===== src/rtl/seg_display_scanner.sv =====
// Eight-digit multiplexed seven-segment scanner with a one-entry load buffer and frame-aligned updates.
// Optional leading-zero blanking is enabled by defining SEG_LZ_BLANK_EN.
module seg_display_scanner #(
    parameter int SCAN_DIV = 100000
) (
    input  logic        clk,
    input  logic        reset,
    input  logic [31:0] data_a,
    input  logic [31:0] data_b,
    input  logic        sel,
    input  logic        load_valid,
    output logic        load_ready,
    output logic [7:0]  an,
    output logic [6:0]  seg,
    output logic        dp,
    output logic        frame_done
);

    localparam int            CW       = $clog2(SCAN_DIV);
    localparam logic [CW-1:0] CNT_LAST = CW'(SCAN_DIV - 1);

    logic [CW-1:0] cnt;
    logic [2:0]    idx;
    logic          tick;
    logic          wrap;
    logic          capture;

    logic          pend_valid;
    logic          pend_sel;
    logic [31:0]   pend_word;
    logic          disp_sel;
    logic [31:0]   disp_word;

    logic [31:0]   disp_shifted;
    logic [3:0]    nibble;
    logic          blank;

    function automatic logic [6:0] glyph(input logic [3:0] value);
        logic [6:0] g;
        case (value)
            4'h0: g = 7'h40;
            4'h1: g = 7'h79;
            4'h2: g = 7'h24;
            4'h3: g = 7'h30;
            4'h4: g = 7'h19;
            4'h5: g = 7'h12;
            4'h6: g = 7'h02;
            4'h7: g = 7'h78;
            4'h8: g = 7'h00;
            4'h9: g = 7'h10;
            4'hA: g = 7'h08;
            4'hB: g = 7'h03;
            4'hC: g = 7'h46;
            4'hD: g = 7'h21;
            4'hE: g = 7'h06;
            default: g = 7'h0E;
        endcase
        return g;
    endfunction

    assign tick         = (cnt == CNT_LAST);
    assign wrap         = tick && (idx == 3'd7);
    assign load_ready   = ~pend_valid;
    assign capture      = load_valid && ~pend_valid;
    assign disp_shifted = disp_word >> {idx, 2'b00};
    assign nibble       = disp_shifted[3:0];

`ifdef SEG_LZ_BLANK_EN
    logic [2:0] top_digit;

    // NOTE: default assigned before the loop so no path leaves top_digit unassigned (no latch).
    always_comb begin
        top_digit = 3'd0;
        for (int i = 1; i < 8; i++) begin
            if (disp_word[4*i +: 4] != 4'h0) top_digit = 3'(i);
        end
    end

    assign blank = (idx > top_digit);
`else
    assign blank = 1'b0;
`endif

    // NOTE: state uses non-blocking assignments so every register samples pre-edge values.
    always_ff @(posedge clk or negedge reset) begin
        if (!reset) begin
            cnt <= '0;
            idx <= '0;
        end else begin
            cnt <= tick ? '0 : cnt + CW'(1);
            if (tick) idx <= idx + 3'd1;
        end
    end

    // Capture and transfer are exclusive: transfer needs a full buffer, capture an empty one,
    // so a capture on the wrap edge naturally waits for the next frame.
    always_ff @(posedge clk or negedge reset) begin
        if (!reset) begin
            pend_valid <= 1'b0;
            pend_sel   <= 1'b0;
            pend_word  <= '0;
            disp_sel   <= 1'b0;
            disp_word  <= '0;
        end else if (wrap && pend_valid) begin
            disp_word  <= pend_word;
            disp_sel   <= pend_sel;
            pend_valid <= 1'b0;
        end else if (capture) begin
            pend_valid <= 1'b1;
            pend_sel   <= sel;
            pend_word  <= sel ? data_b : data_a;
        end
    end

    always_ff @(posedge clk or negedge reset) begin
        if (!reset) begin
            an         <= 8'hFF;
            seg        <= 7'h7F;
            dp         <= 1'b1;
            frame_done <= 1'b0;
        end else begin
            an         <= blank ? 8'hFF : ~(8'h01 << idx);
            seg        <= blank ? 7'h7F : glyph(nibble);
            dp         <= ~((idx == 3'd0) && disp_sel);
            frame_done <= wrap;
        end
    end

endmodule


===== config.mk =====
export PLATFORM = sky130hd
export DESIGN_NAME = seg_display_scanner
export DESIGN_NICKNAME = d
export VERILOG_FILES = /design/src/rtl/seg_display_scanner.sv
export SDC_FILE = /design/constraint.sdc
export NUM_CORES = 1
export LEC_CHECK = 0
export CORE_ASPECT_RATIO = 0.5
export CORE_MARGIN = 5
export CORE_UTILIZATION = 45
export CTS_CLUSTER_SIZE = 10
export DETAILED_ROUTE_END_ITERATION = 8
export HOLD_SLACK_MARGIN = 0.1
export PLACE_DENSITY_LB_ADDON = 0.15
export SLEW_MARGIN = 20
export SYNTH_ARGS = -nofsm -noshare
export SYNTH_HDL_FRONTEND = slang
export SYNTH_SLANG_ARGS = --single-unit
export TNS_END_PERCENT = 1

===== constraint.sdc =====
create_clock -name clk -period 3.56 [get_ports clk]
set_input_delay 0.356 -clock clk [delete_from_list [all_inputs] [get_ports clk]]
set_output_delay 0.356 -clock clk [all_outputs]
set_load 0.005 [all_outputs]

==> metrics.yaml <==
synth_top_area_cell: "dfrtp_1"
synthTopCellsByCount: "dfrtp_1, nand2_1, mux2i_1, mux2_2, o21ai_0"
cts_buffers: 9
avgSynthCellArea_um2: 12.6
worst_slack_ps: 983
cap_violations: 0
drive_above_1_share: 0.173
htree_levels: 3
cts_tree: "done"
clkTransAtPathRegs_ps: 70
final_cell_area_mm2: 0.00602
rsz0062_at_grt: "false"
syn_inst: 379
hpwl_um: 6670
dp.cells: 587
post-route-period-util: 0.724
remaining_drc_errors: 0
final_hold_viol_count: 0
grt_util_all_layers: 0.145
insertion_delay_ps: 340
drv_slew: 0
port_buffers: 85
holdCritPathClass: "in2async"
power_density_mw_per_mm2: 397
ios: 86
finalClockSkew_ps: 8.82
antenna_cells: 0
status: "complete, no violations"
ys_top_cells_by_area: "dfrtp_1, dfstp_2, mux2i_1"
power_leakage_nw: 2.83
cts_sinks: 104
first_iter_violations: 133
antenna_left: 0
setup-violations-final: 0
synth.most_common_cell: "dfrtp_1"
synth_cell_type_count: 40
wl_um: 9010
core_area_mm2: 0.0103
fmax_mhz: 388
worstSetupPathType: "reg2reg"
ys_ff_latch: 104
clock_path_buffers: 2
synth_edf_count: 0
instances_no_fill: 603
whs_ps: 44.0
num_vias: 3065
initial_core_util: 0.465
nets: 538
synth_top_area_frac: 0.460
viasPerCell: 5.08
pre_cts_slack_ps: 952
clock-root-buffer: "clkbuf_16"
startpoint_type: "register"
grt_pass1_vias: 3153
dieArea_mm2: 0.0129
holdBufCountCts: 0
period_needed_ps: 2580
grt_remaining_overflow: 0
end_kind: "register"
postCtsSetupRepairBufs: 0
wl_per_cell_um: 14.9
power_mw: 2.39
place_congestion: 0.834
synthesis.area_mm2: 0.00478
rows: 26
drt-pass1-iter-count: 4
grt_first_pass_wirelength_um: 15400
cp_max_fo: 11
cts.repair.resized: 0
yosys_warnings: 0
syn-num-nets: 459
async_reset_ff_frac: 1.00
postLayoutCoreUtil: 0.585
crit_arrival_ps: 2840
areaGrowthSynthToFinish_pct: 25.8
slew_headroom: 0.343
irDropWorstVdd_uv: 211
grt_max_degree: 85
required_ps: 3820
die_width_um: 156
tightest_slew_ps: 982
synth_seq_area_share: 0.548
synthFlopType: "dfrtp_1"
dieHeight_um: 82.9
finalSetupTns_ps: 0
antenna_found_initial: 0
placed_area_mm2: 0.00571
[layer usage]
layer  vias up  global-route usage  share of wire
met2        61               0.237           0.49
li1       1487                   -              -
met3        12              0.0374          0.043
met1      1505               0.192           0.45
met5         -                   0              0
met4         0              0.0437          0.015
[final timing paths]
path | start | end | slack [ps] | cells after the start
max reg2reg | idx[0] | seg[4] | 980 | 6
min in group clk | disp_sel | dp | 450 | 1
max in group asynchronous | reset | seg[4] | 2680 | 2
max | idx[0] | seg[4] | 980 | 6
min reg2reg | disp_sel | dp | 450 | 1
min | reset | cnt[8] | 40 | 1
[power by group]
group          internal [mW]  total, mW  switching, mW
Sequential              1.22       1.24         0.0201
Clock                  0.554      0.996          0.442
Combinational         0.0935      0.155         0.0614
[cell families (layout without fill, tap and decap cells)]
group                      count (synthesis)  in the layout  synth area share
DFF                                      104            104             0.548
adders and majority gates                 12             12            0.0314
AOI/OAI and AO/OA                         42             42            0.0473
buffers and inverters                     31            115            0.0335
xor gates and xnor gates                  15             15            0.0275
and+or+nand+nor                           87             87            0.0879
muxes                                     88             88             0.224
[final cells by class]
type                            count  area [µm²]
Sequential cell                   104        2620
Inverter                           11        41.3
Timing Repair Buffer               88         870
Clock buffer                        9         225
Fill cell                         863        4260
Multi-Input combinational cell    244        2000
Tap cell                          140         175
Clock inverter                      7        78.8
[sequential cells by signal, summed over array words and instances (netlist names)]
register,count
cnt,17
pend_sel,1
pend_word,32
an,8
disp_sel,1
idx,3
seg,7
dp,1
frame_done,1
pend_valid,1
disp_word,32
[worst max-delay path, stage by stage, from the launching register on]
cell	delay, ps
dfrtp_1	670
mux4_1	610
mux2i_1	410
inv_1	120
ha_1	250
mux2_2	270
o21ai_0	150
[placed cells by master (no fill, tap or decap), drive strengths merged, types with 3 or more instances in the layout]
| cell | Yosys | final |
|---|---|---|
| and4 | 3 | 3 |
| buf | 9 | 5 |
| clkbuf | 11 | 9 |
| clkdlybuf4s50 | 0 | 83 |
| clkinv | 0 | 3 |
| dfrtp | 88 | 88 |
| dfstp | 16 | 16 |
| ha | 12 | 12 |
| inv | 11 | 14 |
| mux2 | 38 | 38 |
| mux2i | 42 | 42 |
| mux4 | 8 | 8 |
| nand2 | 47 | 47 |
| nand3 | 9 | 9 |
| nand4 | 3 | 3 |
| nor2 | 12 | 12 |
| o21ai | 35 | 35 |
| xnor2 | 6 | 6 |
| xor2 | 9 | 9 |
Power figures use the tool's default switching activity.
